### src/rtl/uart_pkg.sv
// Shared UART definitions for the byte transmitter and the future byte receiver:
// state encoding, data width and the bit-period calculation.
`timescale 1ns/1ps
package uart_pkg;

   localparam int DATA_BITS = 8;

   typedef enum logic [2:0] {
      IDLE   = 3'd0,
      START  = 3'd1,
      DATA   = 3'd2,
      PARITY = 3'd3,
      STOP   = 3'd4
   } uart_state_e;

   // Clock cycles per serial bit, truncated (434 for 50 MHz / 115200).
   function automatic int clks_per_bit(input int clk_hz, input int baud);
      return clk_hz / baud;
   endfunction

   // Width of a counter holding 0..n-1; never narrower than one bit.
   function automatic int cnt_width(input int n);
      return (n > 2) ? $clog2(n) : 1;
   endfunction

endpackage

### src/rtl/uart_bit_timer.sv
// Bit-period down-counter. Pulses bit_done_o on the last cycle of every
// CLKS_PER_BIT-cycle period while enabled. restart_i loads load_i, so the
// transmitter starts a full period on frame start and the receiver can
// preload half a bit to land its samples mid-bit.
`timescale 1ns/1ps
module uart_bit_timer #(
   parameter int CLKS_PER_BIT = 434,
   parameter int W            = 9
) (
   input  logic         clk_i,
   input  logic         rst_i,
   input  logic         en_i,
   input  logic         restart_i,
   input  logic [W-1:0] load_i,
   output logic         bit_done_o
);

   logic [W-1:0] cnt_q, cnt_d;

   // Next count: restart wins, then reload at terminal count, else decrement.
   always_comb begin
      cnt_d = cnt_q;
      if (restart_i)
         cnt_d = load_i;
      else if (en_i) begin
         if (cnt_q == '0)
            cnt_d = W'(CLKS_PER_BIT - 1);
         else
            cnt_d = cnt_q - 1'b1;
      end
   end

   // Counter register.
   always_ff @(posedge clk_i or posedge rst_i) begin
      if (rst_i)
         cnt_q <= '0;
      else
         cnt_q <= cnt_d;
   end

   assign bit_done_o = en_i & ~restart_i & (cnt_q == '0);

endmodule

### src/rtl/uart_byte_tx.sv
// Serial UART byte transmitter (8N1 / 8N2), LSB first, valid/ready input.
// Build option: define UART_TX_PARITY_EN to insert a parity bit between the
// last data bit and the stop bit(s); PARITY_ODD selects its sense.
//
// state  | meaning
// IDLE   | line at mark, tx_ready high, waiting for tx_valid
// START  | start bit (0) for one bit period
// DATA   | D0..D7, bit index in idx_q
// PARITY | parity bit (only with UART_TX_PARITY_EN)
// STOP   | mark for STOP_BITS bit periods, stop count in idx_q
`timescale 1ns/1ps
module uart_byte_tx
   import uart_pkg::*;
#(
   parameter int CLK_HZ     = 50000000,
   parameter int BAUD       = 115200,
   parameter int STOP_BITS  = 1,
   parameter int PARITY_ODD = 0
) (
   input  logic       FPGA_CLK,
   input  logic       RESET_BUT,
   input  logic [7:0] tx_data,
   input  logic       tx_valid,
   output logic       tx_ready,
   output logic       tx_busy,
   output logic       UART_TXD
);

   localparam int CPB = clks_per_bit(CLK_HZ, BAUD);
   localparam int CW  = cnt_width(CPB);

   if (!((STOP_BITS == 1 || STOP_BITS == 2) && (PARITY_ODD == 0 || PARITY_ODD == 1))) begin : g_cfg_check
      $error("uart_byte_tx: STOP_BITS must be 1 or 2 and PARITY_ODD 0 or 1");
   end

   uart_state_e          state_q, state_d;
   logic [DATA_BITS-1:0] data_q, data_d;
   logic [2:0]           idx_q, idx_d;
   logic                 txd_q, txd_d;
   logic                 restart;
   logic                 bit_done;

   uart_bit_timer #(
      .CLKS_PER_BIT (CPB),
      .W            (CW)
   ) u_timer (
      .clk_i      (FPGA_CLK),
      .rst_i      (RESET_BUT),
      .en_i       (state_q != IDLE),
      .restart_i  (restart),
      .load_i     (CW'(CPB - 1)),
      .bit_done_o (bit_done)
   );

   // Frame sequencing; the next line level is computed here so that
   // UART_TXD comes straight from a flop.
   always_comb begin
      state_d = state_q;
      data_d  = data_q;
      idx_d   = idx_q;
      txd_d   = txd_q;
      restart = 1'b0;
      case (state_q)
         IDLE: begin
            txd_d = 1'b1;
            if (tx_valid) begin
               data_d  = tx_data;
               idx_d   = 3'd0;
               txd_d   = 1'b0;
               restart = 1'b1;
               state_d = START;
            end
         end
         START: begin
            if (bit_done) begin
               idx_d   = 3'd0;
               txd_d   = data_q[0];
               state_d = DATA;
            end
         end
         DATA: begin
            if (bit_done) begin
               if (idx_q == 3'(DATA_BITS - 1)) begin
                  idx_d   = 3'd0;
`ifdef UART_TX_PARITY_EN
                  txd_d   = (^data_q) ^ (PARITY_ODD != 0);
                  state_d = PARITY;
`else
                  txd_d   = 1'b1;
                  state_d = STOP;
`endif
               end else begin
                  idx_d = idx_q + 3'd1;
                  txd_d = data_q[idx_q + 3'd1];
               end
            end
         end
`ifdef UART_TX_PARITY_EN
         PARITY: begin
            if (bit_done) begin
               idx_d   = 3'd0;
               txd_d   = 1'b1;
               state_d = STOP;
            end
         end
`endif
         STOP: begin
            txd_d = 1'b1;
            if (bit_done) begin
               if (idx_q == 3'(STOP_BITS - 1)) begin
                  idx_d   = 3'd0;
                  state_d = IDLE;
               end else
                  idx_d = idx_q + 3'd1;
            end
         end
         default: begin
            idx_d   = 3'd0;
            txd_d   = 1'b1;
            state_d = IDLE;
         end
      endcase
   end

   // State, latched byte, bit index and line flop; reset drops any frame.
   always_ff @(posedge FPGA_CLK or posedge RESET_BUT) begin
      if (RESET_BUT) begin
         state_q <= IDLE;
         data_q  <= '0;
         idx_q   <= 3'd0;
         txd_q   <= 1'b1;
      end else begin
         state_q <= state_d;
         data_q  <= data_d;
         idx_q   <= idx_d;
         txd_q   <= txd_d;
      end
   end

   assign tx_ready = (state_q == IDLE);
   assign tx_busy  = ~tx_ready;
   assign UART_TXD = txd_q;

endmodule

### config.mk
export PLATFORM = sky130hd
export DESIGN_NAME = uart_byte_tx
export DESIGN_NICKNAME = d
export VERILOG_FILES = /design/src/rtl/uart_pkg.sv /design/src/rtl/uart_bit_timer.sv /design/src/rtl/uart_byte_tx.sv
export SDC_FILE = /design/constraint.sdc
export NUM_CORES = 1
export LEC_CHECK = 0
export CORE_MARGIN = 8
export CORE_UTILIZATION = 60
export CTS_CLUSTER_DIAMETER = 30
export DETAILED_ROUTE_END_ITERATION = 7
export HOLD_SLACK_MARGIN = 0.05
export PLACE_DENSITY = 0.92
export SETUP_SLACK_MARGIN = 0.5
export SLEW_MARGIN = 20
export SYNTH_ARGS = -nofsm -noshare
export SYNTH_HDL_FRONTEND = slang
export SYNTH_SLANG_ARGS = --single-unit
### constraint.sdc
create_clock -name FPGA_CLK -period 2.94 [get_ports FPGA_CLK]
set_input_delay 0.441 -clock FPGA_CLK [delete_from_list [all_inputs] [get_ports FPGA_CLK]]
set_output_delay 0.441 -clock FPGA_CLK [all_outputs]
set_load 0.01 [all_outputs]
# Word level (Yosys, flattened, before mapping)
# Cells that the tools add are included.
word_totals:
  ff_bits: 24
  latchBits: 0
  ramBits: 0
  romBits: 0
  in_bits: 11
  output_inout_bits: 3
  elab_cells: 57
  memories: 0
classes:
  add_sub_neg: 2
  mul: 0
  div_mod_pow: 0
  magnitude_cmp: 1
  eq_ne: 10
  n_shift: 0
  n_mux: 26
  n_bitwise: 4
  reduce_logical: 9
ops:
  columns: ["op", "count"]
  rows:
  - ["two-way mux 3 bit", 12]
  - ["two-way mux 9 bit", 3]
  - ["one-hot mux 3 bit (4 select lines)", 2]
  - ["!= test 2 bit (second input constant)", 6]
  - ["zero test 9 bit", 1]
  - ["subtractor 9 x 1 -> 9 bit (second input constant)", 1]
  - ["two-way mux 1 bit", 7]
  - ["== test 3 bit (second input constant)", 2]
  - ["zero test 3 bit", 2]
  - ["AND reduction 6 bit", 1]
  - ["< comparator 3 x 4 -> 1 bit (second input constant)", 1]
  - ["AND reduction 2 bit", 2]
  - ["AND reduction 4 bit", 1]
  - ["adder 3 x 1 -> 3 bit (second input constant)", 1]
  - ["binary-select mux 1 bit (select 3 bit)", 1]
  - ["== test 3 x 1 -> 1 bit (second input constant)", 1]
  - ["== test 3 x 2 -> 1 bit (second input constant)", 1]
  - ["one-hot mux 1 bit (3 select lines)", 1]
  - ["nonzero test 3 bit", 1]
  - ["AND 1 bit", 2]
  - ["inverter 1 bit", 2]
  - ["nonzero test 2 bit", 1]

# Longest topological paths before layout
depth:
  word_depth: 7
  ltp_mapped: 7
  ltp_nobuf: 6

# Cells and area by module
# A second synthesis with hierarchy kept.
hier_totals:
  hier_cells: 145
  hier_area_um2: 1451.4
by_module_without_submodules:
  columns: ["mod", "instances", "cells_each", "area_each_um2", "seq_area_each_um2"]
  rows:
  - ["uart_byte_tx", 1, 83, 880.8, 376.6]
  - ["uart_bit_timer", 1, 62, 570.5, 225.2]

# Worst setup path after synthesis
# No wires, ideal clock.
synth_timing:
  path_kind: "register -> register"
  from: "register u_timer.cnt_q[0]"
  to: "register u_timer.cnt_q[3]"
  setup_time_ns: 0.133
  t_arrival_ns: 1.843
  required_time_ns: 2.807
  path_slack_ns: 0.964
  stages_incl_launch_ff: 8
  n_path_buf: 1
  synth_period_minus_slack_ns: 1.976
  cell_sequence: "dfrtp_1 inv_1 ha_1 or4b_4 buf_6 o41ai_4 o21ai_1 o2bb2ai_1"
synth_via:
  elab_chain_cells: 4
  elab_cells_between_ends: 5
  classes_between: "1 x add/sub; 3 x mux; 1 x reduce/logical"
synth_lines:
  columns: ["element", "line", "rtl"]
  rows:
  - ["start: declaration", "uart_bit_timer.sv:18", "logic [W-1:0] cnt_q, cnt_d;"]
  - ["start signal: assignment", "uart_bit_timer.sv:38", "cnt_q <= cnt_d;"]
  - ["subtractor 9 x 1 -> 9 bit / zero test 9 bit (equally long branches)", "uart_bit_timer.sv:29, uart_bit_timer.sv:26", null]
  - ["two-way mux 9 bit (*)", "uart_bit_timer.sv:26", "if (cnt_q == '0)"]
  - ["two-way mux 9 bit (*)", "uart_bit_timer.sv:25", "else if (en_i) begin"]
  - ["two-way mux 9 bit (*)", "uart_bit_timer.sv:23", "if (restart_i)"]
# Mark *: on every way between the ends. The rest lies on a longest branch, timed or not. The select of a mux whose other input is x is not followed.
# A chain may end at the register's enable or synchronous reset.

# Worst setup path after layout
layout_timing:
  from: "register state_q[1]"
  to: "output port tx_busy"
layout_via:
  elab_chain_cells: 2
layout_lines:
  columns: ["element", "line", "rtl"]
  rows:
  - ["start: declaration", "uart_byte_tx.sv:36", "uart_state_e state_q, state_d;"]
  - ["start signal: assignment", "uart_byte_tx.sv:133", "state_q <= state_d;"]
  - ["zero test 3 bit", "uart_byte_tx.sv:140", "assign tx_ready = (state_q == IDLE);"]
  - ["inverter 1 bit", "uart_byte_tx.sv:141", "assign tx_busy = ~tx_ready;"]
  - ["end: declaration", "uart_byte_tx.sv:25", "output logic tx_busy,"]
# No other way between the ends.

==> summary.md <==
The library cells used most frequently in the layout, excluding fill and tap cells, are 21 x sky130_fd_sc_hd__dfrtp_1, 13 x sky130_fd_sc_hd__clkdlybuf4s50_1, 10 x sky130_fd_sc_hd__nor2_1. For the total met3 wirelength after detailed routing, the log shows 193 um. The tools report the normalized max-slew margin as 0.383. For the final database, setup skew stands at 0.00341 ns.

The ratio of final minimum period to clock period works out to 0.780. Detailed placement ended at an HPWL of 2140 um. At the later pin of the worst-skew pair, clock insertion delay measures 0.31 ns. The peak fanout along the critical path works out to 15. Number of nets still failing antenna checks after routing: 0. In this run the top signal layer used is met4.

TritonCTS built the clock tree. The internal power of the cells came out at 0.000605 W. The async set-or-reset flop fraction in the synthesized netlist is 1.00, and the via count of the first global-routing pass is 1106. The final routed wire length divided by cell count came out at 17.1 um.

The clock tree root driver cell is sky130_fd_sc_hd__clkbuf_4. The simple logic cell fraction of the synthesized area came out at 0.181. Power density over cell area: 604 mW/mm^2.

Buffers placed on the I/O ports in this run total 13. For the count of unique library cells instantiated by Yosys, the log shows 46. The Yosys warning count was 0. The clock tree buffer depth is 2.

At the worst endpoint, the required time is 2.50 ns. The fraction of layout instances using a drive strength above 1 came out at 0.189. For this run, design rule violations remaining after detail routing come to 0.

The run gives 436 MHz as the highest clock frequency the design can meet. The adder-cell share of the synthesized area was 0.0349. The register clock-pin slew on the reported worst setup and hold paths came out at 0.13 ns.

The min-delay analysis places its worst path in the category reg -> reg. The effective utilization at floorplan was 0.642. For the max-slew violation count, the log shows 0. The complex-gate fraction of the synthesized area came out at 0.182. The flow ran to the end, and the final reports show no timing, DRC or antenna violations. The synthesized design contains 0 enable-type register cells. In this run, synthesis produced a sequential element count of 24. The tool flagged a number of max-cap violations equal to 0. The xor/xnor cell area share of the yosys netlist came out at 0.0122. The power share of the clock group came out at 0.158. The worst setup path is launched from a flip-flop.

Synthesis handed over a netlist of 137 instances. Pin placement for this block handled 14 I/O pins. Setup repair after global routing left no endpoint under its margin. Combined global-route utilization of all metal layers: 0.152.

The clock net in this run drives a total of 24 sinks. The prevailing post-synth register cell is sky130_fd_sc_hd__dfrtp_1. In this run the static leakage power is 0.724 nW. The peak supply drop is 490 uV.

The time the final worst path needs with I/O delays and setup was 2.29 ns; the final-stage net count was 164. The slew at the pin closest to its max-slew limit was 0.924 ns; the sequential group share of total power was 0.521. The logs give 0 for the total grt overflow and 152 for the net count after synthesis. The multiplexer share of the synthesized area works out to 0.116.

The startpoint-to-endpoint class of the critical path was reg -> out. For the initial antenna violation count, the log shows 0. The design draws 0.000971 W.

The logs give 17 for the number of core rows and 0.872 for the final estimated routing congestion in global placement. The floorplan step defined a die boundary enclosing 0.00421 mm^2. From left edge to right edge, the die measures 64.9 um. A synthesized cell averages 10.5 um^2.

The arrival time of data at the critical path endpoint is 1.85 ns, and the number of buffers added for setup after CTS is 0. The switching power summed over all nets is 0.000365 W, and the maximum level of the CTS H-tree is 1. By area, the combinational part of the netlist is dominated by compound AO/OA/AOI/OAI gates. Global-route wire length before repair: 5210 um. Wire segments on met2 add up to 1490 um in the final route. The overall die height came out at 64.9 um. Entering global routing, the biggest net connects 25 pins. Setup violations remaining at the end of the flow were counted as 0. The placeable core region came out at 0.00223 mm^2. The synthesis-to-layout area growth was 12.1%; the number of standard cells in the layout, taps in and fillers out was 176. The routed wire length is 3010 um.

Vias per cell: 6.43. For the final routed database, the setup TNS stands at 0 ns. The routed layout has 1132 vias. For the number of antenna diodes, the log shows 0. STA classifies the critical path endpoint as a primary output.

The power share of the combinational group came out at 0.320. The detailed router finished its first iteration with 45 violations. For the first-pass iteration count of the detailed router, the log shows 4. The most common library cell in the layout ignoring fill and taps was sky130_fd_sc_hd__dfrtp_1.

The cell area after synthesis was 0.00143 mm^2; the number of buffers inserted during clock tree synthesis was 3. Share of the yosys chip area belonging to registers: 0.420. The number of failing hold endpoints at the final stage was 0. The total placed cells including tap cells is 172. After detailed routing, the wire length on met1 is 1270 um. The switching power as a share of total power works out to 0.376. The worst hold slack is 0.522 ns.
==> per-stage QoR <==
stage / setup slack [ns] / area, um^2 / utilization
final: 0.647 / 1610 / 0.720
after floorplan: 0.964 / 1430 / -
after global routing: 0.579 / 1610 / 0.720
after detailed placement: 0.642 / 1570 / 0.704
after global placement: 0.719 / 1570 / 0.704
after CTS: 0.500 / 1610 / 0.719
==> final cells by class <==
class	count	area, um^2
clock buffer	4	26.3
fill	158	626
inverter	10	37.5
multi-input combinational	95	759
tap	28	35.0
sequential	24	604
timing repair buffer	15	145
==> cells by family (layout without fill, tap and decap cells) <==
group | after synthesis | in the layout
mux | 13 | 13
xor+xnor | 2 | 2
buf+inv | 18 | 29
fa+ha+maj | 4 | 4
simple gates | 40 | 40
compound gates | 36 | 36
flops | 24 | 24
==> worst paths after layout <==
kind,from,to,slack (ns),depth (start not counted)
worst max-delay path,state_q[1]$_DFFE_PP0P_,tx_busy,0.65,3
worst min-delay path,data_q[2]$_DFFE_PP0P_,data_q[2]$_DFFE_PP0P_,0.52,1
worst max register to register,u_timer.cnt_q[0]$_DFFE_PP0P_,u_timer.cnt_q[3]$_DFFE_PP0P_,0.73,6
worst min register to register,data_q[2]$_DFFE_PP0P_,data_q[2]$_DFFE_PP0P_,0.52,1
max in group asynchronous,RESET_BUT,state_q[1]$_DFFE_PP0P_,1.71,2
min in group asynchronous,RESET_BUT,data_q[0]$_DFFE_PP0P_,0.61,2
==> synthesized netlist by cell type, types with 2 or more instances <==
library cell,number,area share
sky130_fd_sc_hd__a21oi_1,3,0.010
sky130_fd_sc_hd__ha_1,4,0.035
sky130_fd_sc_hd__mux4_2,2,0.031
sky130_fd_sc_hd__inv_1,10,0.026
sky130_fd_sc_hd__buf_2,3,0.010
sky130_fd_sc_hd__o41ai_1,4,0.024
sky130_fd_sc_hd__nor2_1,10,0.026
sky130_fd_sc_hd__a22oi_1,2,0.010
sky130_fd_sc_hd__a21o_1,2,0.010
sky130_fd_sc_hd__nand3_1,3,0.010
sky130_fd_sc_hd__xnor2_1,2,0.012
sky130_fd_sc_hd__clkbuf_1,4,0.010
sky130_fd_sc_hd__o21ai_1,4,0.014
sky130_fd_sc_hd__nor3_1,4,0.014
sky130_fd_sc_hd__nand2b_1,2,0.0087
sky130_fd_sc_hd__mux2_2,9,0.071
sky130_fd_sc_hd__o31ai_1,2,0.010
sky130_fd_sc_hd__o21ai_0,9,0.031
sky130_fd_sc_hd__o22ai_1,2,0.0087
sky130_fd_sc_hd__mux2i_1,2,0.014
sky130_fd_sc_hd__nand2_1,6,0.016
sky130_fd_sc_hd__dfrtp_1,23,0.40
sky130_fd_sc_hd__o2bb2ai_1,2,0.012
==> power groups by stage <==
stage,logic (W),registers [W],clock network [W]
6_report,0.000311,0.000506,0.000153
5_1_grt,0.000350,0.000516,0.000168
4_1_cts,0.000313,0.000503,0.000157
3_5_place_dp,0.000308,0.000510,0
3_3_place_gp,0.000293,0.000502,0
2_1_floorplan,0.000256,0.000485,0
==> state kept, by name, indices dropped and copies added, names as in the netlist <==
signal         count
state_q            3
UART_TXD           1
idx_q              3
data_q             8
u_timer.cnt_q      9
==> routing by layer <==
layer  GRT usage  up-vias
met5           0        -
met4      0.0545        0
met3      0.0326        6
met2       0.250       51
met1       0.193      546
li1            -      529
==> repair_timing <==
item | 4_1_cts | 5_1_grt
hold buffers | 0 | 0
resized for setup | 1 | 3
setup endpoints to repair | 2 | 1
pin swaps | 0 | 1
==> critical path, stage by stage (launching register included) <==
cell and delay [ns]:
sky130_fd_sc_hd__dfrtp_2 0.53, sky130_fd_sc_hd__nor3_4 0.37, sky130_fd_sc_hd__inv_2 0.13, sky130_fd_sc_hd__clkdlybuf4s50_1 0.50
No activity file was read; power rests on OpenSTA's default activity.
